$ cat src/rtl/tulip_dsp_pkg.sv
// tulip_dsp_pkg: shared FIR tap-load types and default table geometry
package tulip_dsp_pkg;
  typedef enum logic [1:0] {IDLE, STREAM, WAIT_DONE, DONE} tap_strm_state_t;
  localparam int TAP_WIDTH     = 16;
  localparam int NUM_TAPS_LOG2 = 4;
endpackage

$ cat src/rtl/tap_table_regs.sv
// tap_table_regs: coefficient flop array, one write port, combinational read, async clear
module tap_table_regs #(
  parameter int W  = 16,
  parameter int AW = 4
) (
  input  logic          clk,
  input  logic          reset_n,
  input  logic          we,
  input  logic [AW-1:0] waddr,
  input  logic [W-1:0]  wdata,
  input  logic [AW-1:0] raddr,
  output logic [W-1:0]  rdata
);
  logic [W-1:0] mem_q [2**AW];
  always_ff @(posedge clk or negedge reset_n)
    if (!reset_n) for (int i = 0; i < 2**AW; i++) mem_q[i] <= '0;
    else if (we) mem_q[waddr] <= wdata;
  assign rdata = mem_q[raddr];
endmodule

$ cat src/rtl/fir_tap_streamer.sv
// fir_tap_streamer: streams the host tap table to the FIR tap-load port and reports done/timeout.
// Defining FIR_TAP_STREAMER_CHECKSUM_EN adds the per-load checksum output.
module fir_tap_streamer
  import tulip_dsp_pkg::*;
#(
  parameter int G_TAP_WIDTH      = TAP_WIDTH,
  parameter int G_NUM_TAPS_LOG2  = NUM_TAPS_LOG2,
  parameter int G_TIMEOUT_CYCLES = 1024
) (
  input  logic                       clk,
  input  logic                       reset_n,
  input  logic                       enable,
  input  logic [G_NUM_TAPS_LOG2-1:0] wr_addr,
  input  logic [G_TAP_WIDTH-1:0]     wr_data,
  input  logic                       wr_en,
  input  logic                       start,
  output logic                       busy,
  output logic                       done,
  output logic                       timeout_err,
  output logic [G_TAP_WIDTH-1:0]     tap_dout,
  output logic                       tap_dout_valid,
  input  logic                       tap_dout_ready,
  input  logic                       tap_done_in
`ifdef FIR_TAP_STREAMER_CHECKSUM_EN
  ,
  output logic [G_TAP_WIDTH+G_NUM_TAPS_LOG2-1:0] checksum
`endif
);
  localparam int CW = $clog2(G_TIMEOUT_CYCLES + 1);
  tap_strm_state_t            state_q, state_d;
  logic [G_NUM_TAPS_LOG2-1:0] idx_q, idx_d;
  logic [CW-1:0]              cnt_q, cnt_d;
  logic                       err_q, err_d;
  logic [G_TAP_WIDTH-1:0]     rd_data;
  logic                       accept, hs;
  assign accept         = enable && start && state_q == IDLE;
  assign hs             = enable && state_q == STREAM && tap_dout_ready;
  assign busy           = state_q == STREAM || state_q == WAIT_DONE;
  assign done           = state_q == DONE;
  assign tap_dout_valid = state_q == STREAM;
  assign tap_dout       = tap_dout_valid ? rd_data : '0;
  assign timeout_err    = err_q;
  // Table is frozen while a load is in flight so the streamed image is consistent
  tap_table_regs #(.W(G_TAP_WIDTH), .AW(G_NUM_TAPS_LOG2)) u_table (
    .clk   (clk),
    .reset_n(reset_n),
    .we    (wr_en && !busy),
    .waddr (wr_addr),
    .wdata (wr_data),
    .raddr (idx_q),
    .rdata (rd_data)
  );
  always_comb begin
    state_d = state_q;
    idx_d   = idx_q;
    cnt_d   = '0;
    err_d   = accept ? 1'b0 : err_q;
    if (!enable) begin
      state_d = IDLE;
      idx_d   = '0;
    end else
      case (state_q)
        IDLE:
          if (start) begin
            state_d = STREAM;
            idx_d   = '0;
          end
        STREAM:
          if (hs) begin
            idx_d   = idx_q + G_NUM_TAPS_LOG2'(1);
            state_d = (&idx_q) ? WAIT_DONE : STREAM;
          end
        WAIT_DONE:
          if (tap_done_in) state_d = DONE;
          else if (cnt_q == CW'(G_TIMEOUT_CYCLES - 1)) begin
            err_d   = 1'b1;
            state_d = IDLE;
          end else cnt_d = cnt_q + CW'(1);
        default: state_d = IDLE;
      endcase
  end
  always_ff @(posedge clk or negedge reset_n)
    if (!reset_n) begin
      state_q <= IDLE;
      idx_q   <= '0;
      cnt_q   <= '0;
      err_q   <= 1'b0;
    end else begin
      state_q <= state_d;
      idx_q   <= idx_d;
      cnt_q   <= cnt_d;
      err_q   <= err_d;
    end
`ifdef FIR_TAP_STREAMER_CHECKSUM_EN
  localparam int SW = G_TAP_WIDTH + G_NUM_TAPS_LOG2;
  logic [SW-1:0] sum_q, sum_d;
  always_comb sum_d = accept ? '0 : hs ? sum_q + SW'(tap_dout) : sum_q;
  always_ff @(posedge clk or negedge reset_n)
    if (!reset_n) sum_q <= '0;
    else sum_q <= sum_d;
  assign checksum = sum_q;
`endif
endmodule

$ cat config.mk
export PLATFORM = sky130hd
export DESIGN_NAME = fir_tap_streamer
export DESIGN_NICKNAME = d
export VERILOG_FILES = /design/src/rtl/tulip_dsp_pkg.sv /design/src/rtl/tap_table_regs.sv /design/src/rtl/fir_tap_streamer.sv
export SDC_FILE = /design/constraint.sdc
export NUM_CORES = 1
export LEC_CHECK = 0
export BUFFER_PORTS_ARGS = -buffer_cell sky130_fd_sc_hd__buf_2
export CORE_MARGIN = 2
export CORE_UTILIZATION = 40
export CTS_CLUSTER_SIZE = 20
export DETAILED_ROUTE_END_ITERATION = 10
export GPL_TIMING_DRIVEN = 0
export MAX_ROUTING_LAYER = met4
export SETUP_SLACK_MARGIN = 0.5
export SLEW_MARGIN = 20
export SYNTH_ARGS = -nofsm -noshare
export SYNTH_HDL_FRONTEND = slang
export SYNTH_SLANG_ARGS = --single-unit
$ cat constraint.sdc
create_clock -name clk -period 6.2 [get_ports clk]
set_input_delay 0.31 -clock clk [delete_from_list [all_inputs] [get_ports clk]]
set_output_delay 0.31 -clock clk [all_outputs]
set_load 0.02 [all_outputs]
== Word level (Yosys, flattened, before mapping) ==
Cells that the tools add are included.
Widths: inputs -> output; s select.

* $add $sub $neg: 2
* $mul: 0
* Div/mod/pow operators: 0
* Order comparisons: 3
* Equal/unequal tests: 8
* Shifts and indexed selects: 0
* Mux-type cells: 27
* Bitwise operators: 2
* Reductions and logical operators: 12

{| class="wikitable"
|+ Operator list
! cell !! number
|-
| $bwmux 256 || 1
|-
| $bmux 16 s4 || 1
|-
| $demux 16 s4 || 1
|-
| $mux 16 || 4
|-
| $mux 11 || 4
|-
| $mux 2 || 6
|-
| $mux 4 || 3
|-
| $add 11x1->11 const B || 1
|-
| $eq 11x10->1 const B || 1
|-
| $ge 5x5->1 const B || 2
|-
| $not 4->5 || 2
|-
| $pmux 4 s2 || 1
|-
| $logic_and 1x1->1 || 6
|-
| $pmux 2 s3 || 1
|-
| $reduce_and 3->1 || 2
|-
| $lt 5x1->1 const B || 1
|-
| $mux 1 || 5
|-
| $add 4x1->4 const B || 1
|-
| $eq 2x2->1 const B || 2
|-
| $ne 4x3->1 const B || 1
|-
| $reduce_and 4->1 || 1
|-
| $ne 3x1->1 const B || 1
|-
| $ne 3x2->1 const B || 1
|-
| $ne 3x3->1 const B || 1
|-
| other kinds (4) || 4
|}

* Register bits after elaboration: 274
* Latch bits: 0
* Bits in writable memories: 0
* Memory bits (read-only): 0
* Input port bits: 27
* Word-level logic and storage cells: 74
* Memories: 0

== Logic depth before layout (Yosys ltp) ==
* Depth after elaboration: 7
* Depth in mapped cells: 8

== By module ==
From an unflattened synthesis, not the netlist that was laid out.

* Cells, all modules: 835
* Area, all modules: 12737.2 um^2

{| class="wikitable"
|+ By module, submodules not included
! module !! times used !! cells each !! area each (um^2) !! sequential area each (um^2)
|-
| tap_table_regs || 1 || 712 || 11607.4 || 6406.1
|-
| fir_tap_streamer || 1 || 123 || 1129.8 || 450.4
|}

== Least setup slack after synthesis ==
No wires, ideal clock.

* Path kind: reg-to-reg
* From: register state_q[0]
* To: register u_table.mem_q[37] (netlist bit)
* Library setup time: 125 ps
* Arrival time: 2074 ps
* Required time: 6075 ps
* Path slack: 4001 ps
* Stages on the path, launching flop included: 7
* Path through: dfrtp_1 inv_1 ha_1 nand4b_2 nor3b_2 buf_6 mux2_2

* Word-level cells in the longest chain between the ends: 4
* Elaborated cells between the ends (all ways): 5
* Those cells by class: eq/ne: 2; reduce/logical: 3

{| class="wikitable"
|+ Ends and longest elaborated chain
! item !! line !! text
|-
| from (decl) || fir_tap_streamer.sv:30 || <nowiki>tap_strm_state_t state_q, state_d;</nowiki>
|-
| from (signal assigned) || fir_tap_streamer.sv:89 || <nowiki>state_q <= state_d;</nowiki>
|-
| $eq 2x1->1 or $eq 2x2->1 (tied branches) || fir_tap_streamer.sv:38 || <nowiki>assign busy = state_q == STREAM || state_q == WAIT_DONE;</nowiki>
|-
| $logic_or 1x1->1 (*) || fir_tap_streamer.sv:38 ||
|-
| net busy || fir_tap_streamer.sv:17 || <nowiki>output logic busy,</nowiki>
|-
| $logic_not 1->1 (*) || fir_tap_streamer.sv:47 || <nowiki>.we (wr_en && !busy),</nowiki>
|-
| $logic_and 1x1->1 (*) || fir_tap_streamer.sv:47 ||
|-
| to (signal, indexed assignment) || tap_table_regs.sv:17 || <nowiki>else if (we) mem_q[waddr] <= wdata;</nowiki>
|-
| to (decl) || tap_table_regs.sv:14 || <nowiki>logic [W-1:0] mem_q [2**AW];</nowiki>
|}

Mark *: on every way through the listed nets, which the timed path passes. The rest lies on a longest branch.
A chain may end at the register's enable or synchronous reset.

== Final worst setup path ==
* From: register state_q[1]
* To: output tap_dout[1]

* Word-level cells in the longest chain between the ends: 2

{| class="wikitable"
|+ Ends and longest elaborated chain
! item !! line !! text
|-
| $eq 2x1->1 || fir_tap_streamer.sv:40 || <nowiki>assign tap_dout_valid = state_q == STREAM;</nowiki>
|-
| $mux 16 || fir_tap_streamer.sv:41 || <nowiki>assign tap_dout = tap_dout_valid ? rd_data : '0;</nowiki>
|-
| to (decl) || fir_tap_streamer.sv:20 || <nowiki>output logic [G_TAP_WIDTH-1:0] tap_dout,</nowiki>
|}

No other way between the ends.

==> impl_results.md <==
- Critical Path AT: around 3300 ps
- Comb power frac: 0.228
- Vias post-DR: 7714
- Worst EP required: roughly 6000 ps
- Post-DP HPWL: between 20000 and 25000 microns
- Largest net degree at the start of global routing: 89
- Sw frac: 0.270
- Post-synthesis mux area share: 0.341
- Clock power frac: 0.321
- Clock slew at reported path FFs: approximately 60 ps
- Skew final: just over 9 ps
- Initial antenna violation count: 0
- CP max FO: 10
- Routed length on met2: 15300 microns
- Synth Area in Simple Gates: 0.0392
- Htree depth: 1
- Drt pass-1 iters: 4
- Startpoint type of the worst setup path: register
- DIE HEIGHT: 183 microns
- DR iter-0 viols: 506
- Filler cell count: between 2000 and 3000
- First-pass GRT wire length: 51000 microns
- Synth Area per Inst: roughly 14 sq um
- Syn Inst Count: slightly below 900
- Rows: 65
- Hold slack: 75.1 ps
- Worst setup EP type: output port
- Placed Instances: ~1300
- Max Cap Viol: 0
- Horiz. Die Dim: 183 microns
- Layout area overhead: 14.3%
- I/O pin count: 47
- Worst slew pin tran: between 1000 and 1500 ps
- Count leader, synth: dfrtp_1
- Post-layout utilization of the core: 0.465
- Post-synthesis cell type count: 46
- Final hold vios: 0
- Max Slew Vio Count: 0
- Main synth FF type: dfrtp_1
- # port buffers: 46
- Fin nets: 1002
- M1 wire length: between 15000 and 20000 microns
- Top sig layer: met4
- Min-delay worst type: input pin to register
- Leading area contributor after synthesis: dfrtp_1
- Final ANT Viol Nets: 0
- Die area: 33500 sq um
- FF+latch count, synth: 274
- Routed wl met3: about 1200 microns
- Setup tns final: 0 ps
- Clock sinks: about 270
- Period minus WS final: 3570 ps
- Post-CTS sizing: 0
- Post-synth EDFFs: 0
- Total grt overflow: 0
- Ant. Diodes: 0
- Pwr Density: 384 nW/um^2
- Relative slew slack: 0.325
- Layout cells sized above 1: 0.440
- Status: finished clean
- Leakage: approximately 6.5 nW
- RSZ-0062 raised after global routing: no
- Async set-reset flop share out of synthesis: 1.00
- Adder-Cell Fraction of Synth Area: 0.00585
- Synth Cell Area: between 10000 and 15000 sq um
- Peak VDD IR: roughly 220 uV
- Final setup viols: 0
- Register area share after synthesis: 0.534
- Synthesized Nets: 920
- Initial Util: 0.407
- Max Buffers Root-to-Sink: 3
- CTS tree: done
- Psw: between 1.5 and 2 mW
- CTS buffer count: 30
- Main combinational cell family by area after synthesis: multiplexers
- Worst-Skew Late Latency: 560 ps
- GP Congestion: about 0.80
- Period utilization: 0.577
- Internal: roughly 4 mW
- Post-synthesis xor/xnor area fraction: 0.00478
- Final WL: roughly 33000 microns
- Synth area leaders: dfrtp_1 53%, mux2_2 20%, mux4_2 5.6%, mux2i_1 5.0%, mux2_4 3.5%
- Tot GR Track Use: 0.209
- Achievable frequency: 280 MHz
- Sequential fraction of design power: 0.451
- Core area: about 32000 sq um
- Root buf cell: clkbuf_16
- Post-synth top cells: 274 x dfrtp_1, 228 x mux2_2, 64 x mux2i_1, 32 x mux4_2, 30 x mux2_4
- Number of global-route vias before repair: slightly above 8000
- Vias per inst: between 5 and 6
- Drt drc: 0
- Drt wl/cell: 23.9 microns
- Compound-Gate Fraction of Synth Area: 0.0433
- Layout Cells excl Fill: 1392
- Worst Setup Path Type: register to output port
- Post-synth top area share: 0.534
- YS warnings: 0
critical path, cell delays in order (launching register included):
cell,delay (ps)
dfrtp_1,410
inv_1,90
ha_1,150
buf_2,200
nand2b_1,140
clkbuf_1,370
nor2_1,690
a22oi_1,230
o21ai_0,190
buf_2,230
sequential cells by signal, summed over array words and instances, names as in the netlist:
name           cells
cnt_q             11
state_q            2
timeout_err        1
u_table.mem_q    256
idx_q              4
power groups by stage:
stage / Sequential, mW / Clock (mW) / Combinational (mW)
2_1_floorplan: 2.49 / 0 / 0.997
3_3_place_gp: 2.56 / 0 / 1.26
3_5_place_dp: 2.57 / 0 / 1.30
4_1_cts: 2.54 / 1.84 / 1.30
5_1_grt: 2.60 / 1.91 / 1.39
6_report: 2.54 / 1.81 / 1.28
through the flow:
step	power, mW	setup slack, ps	area (sq um)
after global routing	5.90	2510	14700
after floorplan	3.49	4000	12800
after CTS	5.67	2630	14700
final	5.64	2630	14700
after detailed placement	3.86	3230	13700
after global placement	3.81	-424	13600
layer usage:
layer	GRT usage	vias up
li1	-	3445
met1	0.298	4094
met2	0.320	126
met3	0.0306	49
met4	0.0467	0
met5	-	-
path summary, 6_finish.rpt:
| kind | start | endpoint | slack (ps) | depth (start not counted) |
|---|---|---|---|---|
| max in group asynchronous | reset_n | u_table.mem_q[71]$_DFFE_PN0P_ | 4870 | 4 |
| min in group asynchronous | reset_n | u_table.mem_q[208]$_DFFE_PN0P_ | 240 | 2 |
| max reg2reg | state_q[0]$_DFFE_PN0P_ | u_table.mem_q[44]$_DFFE_PN0P_ | 3420 | 6 |
| min reg2reg | cnt_q[0]$_DFF_PN0_ | cnt_q[0]$_DFF_PN0_ | 490 | 1 |
| min | start | timeout_err$_DFF_PN0_ | 80 | 3 |
| max | state_q[1]$_DFFE_PN0P_ | tap_dout[1] | 2630 | 9 |
repair_timing:
item                                   in CTS  in global routing
endpoints found under the hold margin      40                  0
hold buffers                                1                  0
buffers inserted                            0                  0
cell usage in the layout (no fill, tap or decap), types with 6 or more instances in the layout:
cell type    n
clkbuf_16   31
inv_1        7
clkinv_2     7
clkbuf_1    30
a22oi_1     21
nor2_1      19
dfrtp_1    274
mux2_2     228
o21ai_0     28
buf_4       11
mux4_2      32
nor2b_1      9
mux2i_1     64
mux2_4      30
buf_6        7
buf_2       63
nand2_1     28
clkbuf_8     8
ha_1         6
a221oi_1    19
nand3_1      7
final cells by class:
type | instances | area [sq um] | area share
Buffer | 65 | 377 | 0.0257
Clock buffer | 44 | 905 | 0.0617
Clock inverter | 9 | 95.1 | 0.00648
Inverter | 7 | 26.3 | 0.00179
Multi-Input combinational cell | 541 | 5570 | 0.380
Sequential cell | 274 | 6860 | 0.467
Tap cell | 402 | 503 | 0.0343
Timing Repair Buffer | 50 | 333 | 0.0227
cell families (layout without fill, tap and decap cells):
| logic type | count (synthesis) | in the layout |
|---|---|---|
| fa+ha+maj | 6 | 6 |
| simple gates | 92 | 92 |
| xor+xnor | 7 | 7 |
| flops | 274 | 274 |
| mux | 354 | 354 |
| compound gates | 82 | 82 |
| buf+inv | 72 | 175 |
(Power assumes the default switching activity.)
